--- src/rtl/vram_write_scheduler_m_pkg.sv ---
// Shared GPU definitions for the VRAM write scheduler: scheduler state
// encoding, the VRAM window base, and default sizing.
package vram_write_scheduler_m_pkg;

  // CPU writes land in the 0x3000-0x3FFF window; ports carry only the offset.
  localparam int unsigned VRAM_BASE          = 32'h3000;
  localparam int          FIFO_DEPTH_DEFAULT = 8;
  localparam int          ADDR_W_DEFAULT     = 12;
  localparam int          DATA_W             = 8;

  typedef enum logic {
    ST_WAIT  = 1'b0,
    ST_DRAIN = 1'b1
  } sched_state_e;

  // Occupancy counter width: must represent 0..depth inclusive.
  function automatic int cnt_w(input int depth);
    return $clog2(depth) + 1;
  endfunction

endpackage

--- src/rtl/vram_write_scheduler_m_if.sv ---
// CPU-side write bus and VRAM-side write port of the scheduler.
// master: the CPU/VRAM environment; slave: the scheduler.
interface vram_write_scheduler_m_if
  import vram_write_scheduler_m_pkg::*;
#(
  parameter int ADDR_W = ADDR_W_DEFAULT
);

  logic              cpu_wr_valid;
  logic [ADDR_W-1:0] cpu_wr_addr;
  logic [DATA_W-1:0] cpu_wr_data;
  logic              cpu_wr_ready;

  logic              vram_wr_en;
  logic [ADDR_W-1:0] vram_wr_addr;
  logic [DATA_W-1:0] vram_wr_data;

  modport master (
    output cpu_wr_valid,
    output cpu_wr_addr,
    output cpu_wr_data,
    input  cpu_wr_ready,
    input  vram_wr_en,
    input  vram_wr_addr,
    input  vram_wr_data
  );

  modport slave (
    input  cpu_wr_valid,
    input  cpu_wr_addr,
    input  cpu_wr_data,
    output cpu_wr_ready,
    output vram_wr_en,
    output vram_wr_addr,
    output vram_wr_data
  );

endinterface

--- src/rtl/vram_write_scheduler_m_sync_fifo.sv ---
// Generic single-clock FIFO. Push into a full FIFO and pop from an empty
// FIFO are ignored. Read data is the current head (show-ahead).
module sync_fifo_m #(
  parameter int WIDTH = 8,
  parameter int DEPTH = 8
) (
  input  logic                   clk,
  input  logic                   rst_n,
  input  logic                   push,
  input  logic [WIDTH-1:0]       push_data,
  input  logic                   pop,
  output logic [WIDTH-1:0]       pop_data,
  output logic                   full,
  output logic                   empty,
  output logic [$clog2(DEPTH):0] count
);

  localparam int PTR_W = $clog2(DEPTH);
  localparam int CNT_W = PTR_W + 1;

  logic [WIDTH-1:0] mem [DEPTH];
  logic [PTR_W-1:0] wr_ptr;
  logic [PTR_W-1:0] rd_ptr;
  logic             do_push;
  logic             do_pop;

  assign full     = (count == CNT_W'(DEPTH));
  assign empty    = (count == '0);
  assign do_push  = push && !full;
  assign do_pop   = pop && !empty;
  assign pop_data = mem[rd_ptr];

  // Storage array: data only, never reset.
  always_ff @(posedge clk) begin
    if (do_push) begin
      mem[wr_ptr] <= push_data;
    end
  end

  // Pointers wrap naturally because DEPTH is a power of two.
  always_ff @(posedge clk or negedge rst_n) begin
    if (!rst_n) begin
      wr_ptr <= '0;
      rd_ptr <= '0;
      count  <= '0;
    end else begin
      if (do_push) begin
        wr_ptr <= wr_ptr + PTR_W'(1);
      end
      if (do_pop) begin
        rd_ptr <= rd_ptr + PTR_W'(1);
      end
      case ({do_push, do_pop})
        2'b10:   count <= count + CNT_W'(1);
        2'b01:   count <= count - CNT_W'(1);
        default: count <= count;
      endcase
    end
  end

endmodule

--- src/rtl/vram_write_scheduler_m.sv ---
// VRAM write scheduler: buffers CPU writes in order and replays them to the
// VRAM port only during vertical blanking, yielding to GPU reads.
module vram_write_scheduler_m
  import vram_write_scheduler_m_pkg::*;
#(
  parameter int FIFO_DEPTH = FIFO_DEPTH_DEFAULT,
  parameter int ADDR_W     = ADDR_W_DEFAULT
) (
  input  logic                          clk_12_5875,
  input  logic                          rst_B,
  vram_write_scheduler_m_if.slave       bus,
  input  logic                          vblank,
  input  logic                          gpu_rd_active,
  input  logic                          status_clear,
  output logic [cnt_w(FIFO_DEPTH)-1:0]  pending,
  output logic                          overflow,
  output logic                          late
);

  localparam int ENTRY_W = ADDR_W + DATA_W;

  sched_state_e               state_q;
  sched_state_e               state_d;
  logic                       fifo_full;
  logic                       fifo_empty;
  logic                       push;
  logic                       pop;
  logic                       ovf_set;
  logic                       late_set;
  logic [ENTRY_W-1:0]         push_entry;
  logic [ENTRY_W-1:0]         pop_entry;
  logic [cnt_w(FIFO_DEPTH)-1:0] fifo_count;

  // Readiness comes from registered occupancy only, so a pop in the same
  // cycle never lets a full FIFO take a write.
  assign bus.cpu_wr_ready = !fifo_full;
  assign push             = bus.cpu_wr_valid && !fifo_full;
  assign ovf_set          = bus.cpu_wr_valid && fifo_full;
  assign push_entry       = {bus.cpu_wr_addr, bus.cpu_wr_data};
  assign pending          = fifo_count;

  sync_fifo_m #(
    .WIDTH (ENTRY_W),
    .DEPTH (FIFO_DEPTH)
  ) u_fifo (
    .clk       (clk_12_5875),
    .rst_n     (rst_B),
    .push      (push),
    .push_data (push_entry),
    .pop       (pop),
    .pop_data  (pop_entry),
    .full      (fifo_full),
    .empty     (fifo_empty),
    .count     (fifo_count)
  );

  // Scheduler state register.
  always_ff @(posedge clk_12_5875 or negedge rst_B) begin
    if (!rst_B) begin
      state_q <= ST_WAIT;
    end else begin
      state_q <= state_d;
    end
  end

  // Next state, pop request and late detection. Popping stops in the cycle
  // vblank is seen low, so the queue is stable when judging lateness.
  always_comb begin
    state_d  = state_q;
    pop      = 1'b0;
    late_set = 1'b0;
    case (state_q)
      ST_WAIT: begin
        if (vblank) begin
          state_d = ST_DRAIN;
        end
      end
      ST_DRAIN: begin
        if (!vblank) begin
          state_d  = ST_WAIT;
          late_set = !fifo_empty;
        end else begin
          pop = !gpu_rd_active && !fifo_empty;
        end
      end
      default: state_d = ST_WAIT;
    endcase
  end

  // VRAM write port register; address/data hold between strobes.
  always_ff @(posedge clk_12_5875 or negedge rst_B) begin
    if (!rst_B) begin
      bus.vram_wr_en   <= 1'b0;
      bus.vram_wr_addr <= '0;
      bus.vram_wr_data <= '0;
    end else begin
      bus.vram_wr_en <= pop;
      if (pop) begin
        {bus.vram_wr_addr, bus.vram_wr_data} <= pop_entry;
      end
    end
  end

  // Sticky status flags; a set event in the same cycle beats status_clear.
  always_ff @(posedge clk_12_5875 or negedge rst_B) begin
    if (!rst_B) begin
      overflow <= 1'b0;
      late     <= 1'b0;
    end else begin
      overflow <= ovf_set  || (overflow && !status_clear);
      late     <= late_set || (late && !status_clear);
    end
  end

endmodule

--- src/flat_wrapper.sv ---
// flat-port wrapper written by rule: the top's interface ports become plain ports
module vram_write_scheduler_m_flat import vram_write_scheduler_m_pkg::*;
#(
  parameter int FIFO_DEPTH = FIFO_DEPTH_DEFAULT,
  parameter int ADDR_W     = ADDR_W_DEFAULT
)
  (clk_12_5875, rst_B, vblank, gpu_rd_active, status_clear, pending, overflow, late, bus_cpu_wr_valid, bus_cpu_wr_addr, bus_cpu_wr_data, bus_cpu_wr_ready, bus_vram_wr_en, bus_vram_wr_addr, bus_vram_wr_data);
  vram_write_scheduler_m_if #(.ADDR_W(ADDR_W)) bus_i ();
  input  logic clk_12_5875;
  input  logic rst_B;
  input  logic vblank;
  input  logic gpu_rd_active;
  input  logic status_clear;
  output logic [cnt_w(FIFO_DEPTH)-1:0] pending;
  output logic overflow;
  output logic late;
  input wire logic [$bits(bus_i.cpu_wr_valid)-1:0] bus_cpu_wr_valid;
  input wire logic [$bits(bus_i.cpu_wr_addr)-1:0] bus_cpu_wr_addr;
  input wire logic [$bits(bus_i.cpu_wr_data)-1:0] bus_cpu_wr_data;
  output wire logic [$bits(bus_i.cpu_wr_ready)-1:0] bus_cpu_wr_ready;
  output wire logic [$bits(bus_i.vram_wr_en)-1:0] bus_vram_wr_en;
  output wire logic [$bits(bus_i.vram_wr_addr)-1:0] bus_vram_wr_addr;
  output wire logic [$bits(bus_i.vram_wr_data)-1:0] bus_vram_wr_data;
  assign bus_i.cpu_wr_valid = bus_cpu_wr_valid;
  assign bus_i.cpu_wr_addr = bus_cpu_wr_addr;
  assign bus_i.cpu_wr_data = bus_cpu_wr_data;
  assign bus_cpu_wr_ready = bus_i.cpu_wr_ready;
  assign bus_vram_wr_en = bus_i.vram_wr_en;
  assign bus_vram_wr_addr = bus_i.vram_wr_addr;
  assign bus_vram_wr_data = bus_i.vram_wr_data;
  vram_write_scheduler_m #(.FIFO_DEPTH(FIFO_DEPTH), .ADDR_W(ADDR_W)) u_core (.clk_12_5875(clk_12_5875), .rst_B(rst_B), .bus(bus_i), .vblank(vblank), .gpu_rd_active(gpu_rd_active), .status_clear(status_clear), .pending(pending), .overflow(overflow), .late(late));
endmodule
--- config.mk ---
export PLATFORM = sky130hd
export DESIGN_NAME = vram_write_scheduler_m_flat
export DESIGN_NICKNAME = d
export VERILOG_FILES = /design/src/rtl/vram_write_scheduler_m_pkg.sv /design/src/rtl/vram_write_scheduler_m_if.sv /design/src/rtl/vram_write_scheduler_m_sync_fifo.sv /design/src/rtl/vram_write_scheduler_m.sv /design/src/flat_wrapper.sv
export SDC_FILE = /design/constraint.sdc
export NUM_CORES = 1
export LEC_CHECK = 0
export CAP_MARGIN = 10
export CORE_MARGIN = 5
export CORE_UTILIZATION = 47
export CTS_CLUSTER_DIAMETER = 40
export CTS_CLUSTER_SIZE = 30
export DETAILED_ROUTE_END_ITERATION = 8
export GPL_TIMING_DRIVEN = 0
export PLACE_DENSITY = 0.69
export SYNTH_ARGS = -nofsm -noshare
export SYNTH_HDL_FRONTEND = slang
export SYNTH_SLANG_ARGS = --single-unit
--- constraint.sdc ---
create_clock -name clk_12_5875 -period 3.1 [get_ports clk_12_5875]
set_input_delay 0.31 -clock clk_12_5875 [delete_from_list [all_inputs] [get_ports clk_12_5875]]
set_output_delay 0.31 -clock clk_12_5875 [all_outputs]
set_load 0.01 [all_outputs]
==> results of run 1 <==
-- repair_timing --
item,4_1_cts,5_1_grt
resized for setup,0,2
setup endpoints to repair,0,1
setup buffers,0,0
-- worst reg2reg max path, delay by kind of cell (launching register included) --
family | cells | cell delay [ps]
flops | 1 | 440
compound gates | 3 | 680
simple gates | 2 | 780
fa+ha+maj | 2 | 580
buf+inv | 2 | 300
-- flip-flops by register name, summed over array words and instances, names as in the netlist --
signal                   flops
u_core.u_fifo.rd_ptr         3
u_core.bus.vram_wr_data      8
u_core.late                  1
u_core.state_q               1
u_core.u_fifo.wr_ptr         3
u_core.u_fifo.mem          160
u_core.overflow              1
u_core.bus.vram_wr_en        1
u_core.bus.vram_wr_addr     12
u_core.u_fifo.count          4
-- cell usage after synthesis, types with 4 or more instances --
| master | count |
|---|---|
| buf_1 | 5 |
| dfrtp_1 | 34 |
| a21oi_1 | 21 |
| inv_1 | 9 |
| edfxtp_1 | 160 |
| buf_2 | 6 |
| mux4_2 | 40 |
| buf_6 | 5 |
| nand2_1 | 8 |
| nor2_1 | 23 |
| o21ai_0 | 4 |
| ha_1 | 5 |
| nor3_1 | 5 |
| mux2i_1 | 21 |
-- kinds of logic after synthesis --
logic type,Yosys count,share of synthesized area [%]
buffers and inverters,28,2.01
AND/OR/NAND/NOR,49,3.24
adder cells (fa/ha/maj),6,1.11
XOR/XNOR,6,0.705
multiplexers,63,15.2
AO/OA/AOI/OAI,27,1.88
flip-flops,194,75.8
-- stage by stage --
stage	total power [mW]	TNS [ps]	util, %	setup WS (ps)
after floorplan	5.13	0	-	171
final	8.14	0	57.5	226
after CTS	8.22	0	57.4	181
after detailed placement	6.16	0	53.9	187
after global routing	8.55	0	57.5	8.87
after global placement	5.97	-161660	52.6	-1580
-- power groups by stage --
| stage | clock (mW) | sequential [mW] | combinational, mW |
|---|---|---|---|
| 2_1_floorplan | 0 | 3.66 | 1.47 |
| 3_3_place_gp | 0 | 3.62 | 2.35 |
| 3_5_place_dp | 0 | 3.64 | 2.52 |
| 4_1_cts | 2.08 | 3.59 | 2.55 |
| 5_1_grt | 2.20 | 3.64 | 2.71 |
| 6_report | 2.05 | 3.59 | 2.50 |
-- routing by layer --
metal	wire length [um]	up-vias
li1	-	1640
met1	5840	1903
met2	7410	111
met3	853	21
met4	279	0
met5	0	-
-- area by class of cell --
class                           count  area (um^2)
Timing Repair Buffer               65          701
Clock buffer                       19          433
Buffer                             19          116
Inverter                            9         33.8
Fill cell                        1154         6680
Multi-Input combinational cell    151         1700
Clock inverter                     12          118
Sequential cell                   194         5660
Tap cell                          216          270
-- worst paths after layout --
| check | startpoint | endpoint | slack, ps | cells past startpoint |
|---|---|---|---|---|
| setup / recovery | u_core.u_fifo.count[2]$_DFFE_PN0P_ | u_core.u_fifo.count[3]$_DFFE_PN0P_ | 230 | 9 |
| hold / removal | rst_B | u_core.u_fifo.rd_ptr[0]$_DFFE_PN0P_ | 20 | 1 |
| setup reg to reg | u_core.u_fifo.count[2]$_DFFE_PN0P_ | u_core.u_fifo.count[3]$_DFFE_PN0P_ | 230 | 9 |
| hold reg to reg | u_core.bus.vram_wr_data[6]$_DFFE_PN0N_ | u_core.bus.vram_wr_data[6]$_DFFE_PN0N_ | 520 | 2 |
| max in group asynchronous | rst_B | u_core.bus.vram_wr_data[1]$_DFFE_PN0N_ | 2510 | 1 |
| min in group clk_12_5875 | vblank | u_core.state_q$_DFF_PN0_ | 410 | 1 |
==> flow_summary.yaml, run 1 <==
pwr:
  combPwrFrac_pct: 30.7
  p_leak_nw: 3.08
  swShare_pct: 28.9
  p_clk_share_pct: 25.2
  vdd_drop_max_uv: 476
  seqPwrFrac_pct: 44.2
  internal-power_mw: 5.78
  cellPowerDensity_nw_per_um2: 901
  p_switching_mw: 2.36
drt:
  drcViolationCount: 0
  drt_pre_antenna_iters: 4
  viasPerCell: 5.36
  finalWirelength_um: 14400
  routedWlPerCell_um: 21.0
  postRouteAntennaNets: 0
  first_iter_violations: 334
  vias: 3675
worst_setup_path:
  startpoint_type: "flip-flop"
  critPathMaxStageDelay_ps: 570
  cp-end-kind: "flip-flop"
  worstPathMaxFanout: 10
  path_class: "flip-flop to flip-flop"
  arrival_ps: 3200
  cp.required_ps: 3430
  cp_slowest_cell: "or4_4"
  critPathTopFamily: "simple AND/OR/NAND/NOR gates"
  crit_chain: "or4_4 -> and4b_1 -> buf_6 -> buf_6 -> ha_1 -> ha_1 -> a21oi_1 -> o21ai_0 -> o311ai_1"
  cp_num_buf_inv: 2
synthesis:
  avgSynthCellArea_um2: 20.0
  synth_edf_count: 160
  ys_types: 31
  ys_seq_area_share_pct: 75.8
  synth-seq-cells: 194
  yosysTopAreaCellShare_pct: 64.4
  async_flop_share_pct: 17.5
  syn_inst: 373
  synth_ff_type: "edfxtp_1"
  ys_top_cells_by_area: "edfxtp_1 64%, mux4_2 12%, dfrtp_1 11%, mux2i_1 2.8%, a21oi_1 1.4%"
  syn_area_um2: 7460
  syn-num-nets: 405
  yosysWarnings: 0
  synth_top_area_cell: "edfxtp_1"
global_routing:
  grt.busiest_layer: "met2"
  grt_pass1_vias: 3906
  grt_util_all_layers_pct: 16.9
  gr-usage-met1_pct: 21.6
  grt_max_degree: 35
  antenna_found_initial: 0
  use_met2_pct: 28.5
  met3_usage_pct: 3.92
  overflow: 0
  grt_first_pass_wirelength_um: 22500
layout:
  drive_gt1_share_pct: 22.2
  layout_commonest_cell: "edfxtp_1"
  diodes: 0
  layout_common_cells: "160 x edfxtp_1, 52 x clkdlybuf4s50_1, 40 x mux4_2"
  final_nets: 489
  finalInstanceArea_um2: 9030
  final-instance-count-excl-fill: 685
  syn_to_final_growth_pct: 21.0
die:
  die_x_um: 136
  die_area_um2: 18500
  core_area_um2: 15700
  start_util_pct: 47.5
  rows: 46
  io_pins: 54
  die_y_um: 136
sta:
  setup_viol: 0
  clock_skew_ps: 10.6
  slew_violations: 0
  fmax_mhz: 348
  rsz0062_at_grt: "no"
  min_period_ps: 2870
  finalHoldViolations: 0
  relSlewSlack_pct: 34.0
  period_share_pct: 92.7
  worst_slew_pin_slew_ps: 983
  hold_slack_ps: 20.0
worst_hold_path:
  hp-class: "input pin to asynchronous set/reset pin"
clock_network:
  cts_max_level: 4
  cts_buffer_depth: 2
  postCtsHoldBufs: 0
  numCtsBuffers: 17
  cts_tree: "built"
  cts_sinks: 194
  clk_pin_slew_ps: 70
  clk_latency_ps: 420
  clockRootBuffer: "clkbuf_16"
placed_design:
  portBuffers: 53
  placed_area_um2: 8470
  place_congestion: 0.739
  placed_cells: 654
  hpwl_um: 9160
status:
  outcome: "complete, no violations"
job:
  max_cap_viol_count: 0
No activity file was read; power rests on OpenSTA's default activity.
==> run 2, diff against run 1 <==
- ABC_CLOCK_PERIOD_IN_PS: not set -> 3100
- MAX_ROUTING_LAYER: not set -> met4
- PLACE_DENSITY: 0.69 -> not set
- PLACE_DENSITY_LB_ADDON: not set -> 0.1
==> flow_summary.yaml, run 2 (same netlist as run 1, synthesis figures left out) <==
status:
  outcome: "complete, no violations"
global_routing:
  antenna_found_initial: 0
  grt_util_all_layers_pct: 17.7
  grt.busiest_layer: "met2"
  gr-usage-met1_pct: 23.7
  grt_max_degree: 34
  grt_pass1_vias: 3893
  use_met2_pct: 27.9
  grt_first_pass_wirelength_um: 22800
  overflow: 0
  met3_usage_pct: 3.92
sta:
  rsz0062_at_grt: "no"
  worst_slew_pin_slew_ps: 972
  finalWorstSetupSlack_ps: 202
  setup_viol: 0
  slew_violations: 0
  min_period_ps: 2900
  period_share_pct: 93.5
  clock_skew_ps: 12.1
  hold_slack_ps: 209
  setup_tns_ps: 0
  finalHoldViolations: 0
  relSlewSlack_pct: 35.2
  fmax_mhz: 345
placed_design:
  placed_cells: 656
  place_congestion: 0.699
  dp_slack_ps: 196
  portBuffers: 53
  placed_area_um2: 8480
  hpwl_um: 9260
layout:
  multi_input_area_um2: 1700
  largest_reg_flops: 160
  regMostFlops: "u_core.u_fifo.mem"
  drive_gt1_share_pct: 22.8
  regArea_um2: 5660
  n_fill_cell: 1188
  syn_to_final_growth_pct: 22.0
  final-instance-count-excl-fill: 689
  diodes: 0
  layout_common_cells: "160 x edfxtp_1, 52 x clkdlybuf4s50_1, 40 x mux4_2"
  layout_commonest_cell: "edfxtp_1"
  final_nets: 492
  largest_registers: "u_core.u_fifo.mem (160), u_core.bus.vram_wr_addr (12), u_core.bus.vram_wr_data (8)"
  finalInstanceArea_um2: 9100
drt:
  routedWlPerCell_um: 20.9
  first_iter_violations: 267
  postRouteAntennaNets: 0
  finalWirelength_um: 14400
  drcViolationCount: 0
  viasPerCell: 5.26
  drt_pre_antenna_iters: 5
  vias: 3627
pwr:
  cellPowerDensity_nw_per_um2: 907
  p_leak_nw: 3.10
  vdd_drop_max_uv: 441
die:
  die_y_um: 136
  rows: 46
  core_area_um2: 15700
  die_area_um2: 18500
  start_util_pct: 47.5
  die_x_um: 136
  io_pins: 54
worst_setup_path:
  reg2reg_to: "u_core.u_fifo.count[3]$_DFFE_PN0P_"
  r2r_start: "u_core.u_fifo.count[2]$_DFFE_PN0P_"
  cp.required_ps: 3400
  cp-end-kind: "flip-flop"
  startpoint_type: "flip-flop"
  arrival_ps: 3200
  path_class: "flip-flop to flip-flop"
  worstPathMaxFanout: 10
  ff2ff_path_depth: 9
  r2r_setup_slack_ps: 200
clock_network:
  clk_latency_ps: 420
  numCtsBuffers: 17
  cts_max_level: 4
  cts_sinks: 194
  clk_pin_slew_ps: 70
  cts_tree: "built"
  cts_buffer_depth: 2
  clockRootBuffer: "clkbuf_16"
job:
  max_cap_viol_count: 0
worst_hold_path:
  hp-class: "input pin to asynchronous set/reset pin"
run 2: cell types whose count changed in the layout (fill, tap and decap cells not counted), moves of 2 or more:
| cell | delta |
|---|---|
| inv_6 | +2 |
| buf_16 | -2 |
| clkinvlp_4 | +2 |
| buf_8 | +3 |
| clkinv_2 | -4 |
run 2: final cells by class:
| class | count | share of cell area, % |
|---|---|---|
| multi-input cells | 151 | 18.7 |
| well taps | 216 | 2.97 |
| flip-flops and latches | 194 | 62.2 |
| repair buffers | 68 | 7.88 |
| clock buffers | 20 | 4.91 |
| clock inverters | 12 | 1.72 |
| inverters | 9 | 0.371 |
| plain buffers | 19 | 1.28 |
run 2: critical path: stages, from the launching register on:
cell      delay (ps)
dfrtp_1          440
or4_4            570
and4b_1          200
buf_6            150
buf_6            160
ha_1             290
ha_1             300
a21oi_1          220
o21ai_0          130
o311ai_0         330
run 2: metrics by stage:
| stage | util [%] | total power [mW] |
|---|---|---|
| after global placement | 52.6 | 6.01 |
| final | 57.9 | 8.25 |
| after CTS | 57.9 | 8.38 |
| after floorplan | - | 5.13 |
| after detailed placement | 54.0 | 6.16 |
| after global routing | 57.9 | 8.72 |
run 2: power by group:
group | internal (mW) | switching (mW) | total [mW]
Sequential | 3.35 | 0.233 | 3.58
Clock | 1.30 | 0.918 | 2.21
Combinational | 1.26 | 1.20 | 2.46
Total | 5.90 | 2.35 | 8.25
run 2: worst max path at each step:
stage                                                   from                                 end  slack, ps  cells past startpoint
after CTS                 u_core.u_fifo.count[2]$_DFFE_PN0P_  u_core.u_fifo.count[3]$_DFFE_PN0P_        190                      9
after global placement                      bus_cpu_wr_valid   u_core.u_fifo.mem[2][6]$_DFFE_PP_      -1710                      4
final                     u_core.u_fifo.count[2]$_DFFE_PN0P_  u_core.u_fifo.count[3]$_DFFE_PN0P_        200                      9
after floorplan           u_core.u_fifo.count[3]$_DFFE_PN0P_   u_core.u_fifo.mem[2][0]$_DFFE_PP_        170                      4
after global routing      u_core.u_fifo.count[2]$_DFFE_PN0P_  u_core.u_fifo.count[3]$_DFFE_PN0P_         10                      9
after detailed placement  u_core.u_fifo.count[2]$_DFFE_PN0P_  u_core.u_fifo.count[3]$_DFFE_PN0P_        200                      9
run 2: layer usage:
metal / share of wire (%) / vias to the layer above
met2: 51 / 96
met4: 0.66 / 0
li1: - / 1654
met1: 43 / 1871
met3: 6.0 / 6
met5: 0 / -
run 2: timing repair:
item / CTS / global route
hold buffers: 1 / 0
endpoints found under the hold margin: 34 / 0
endpoints found under the setup margin: 0 / 1
buffers inserted: 0 / 0
resized for setup: 0 / 1
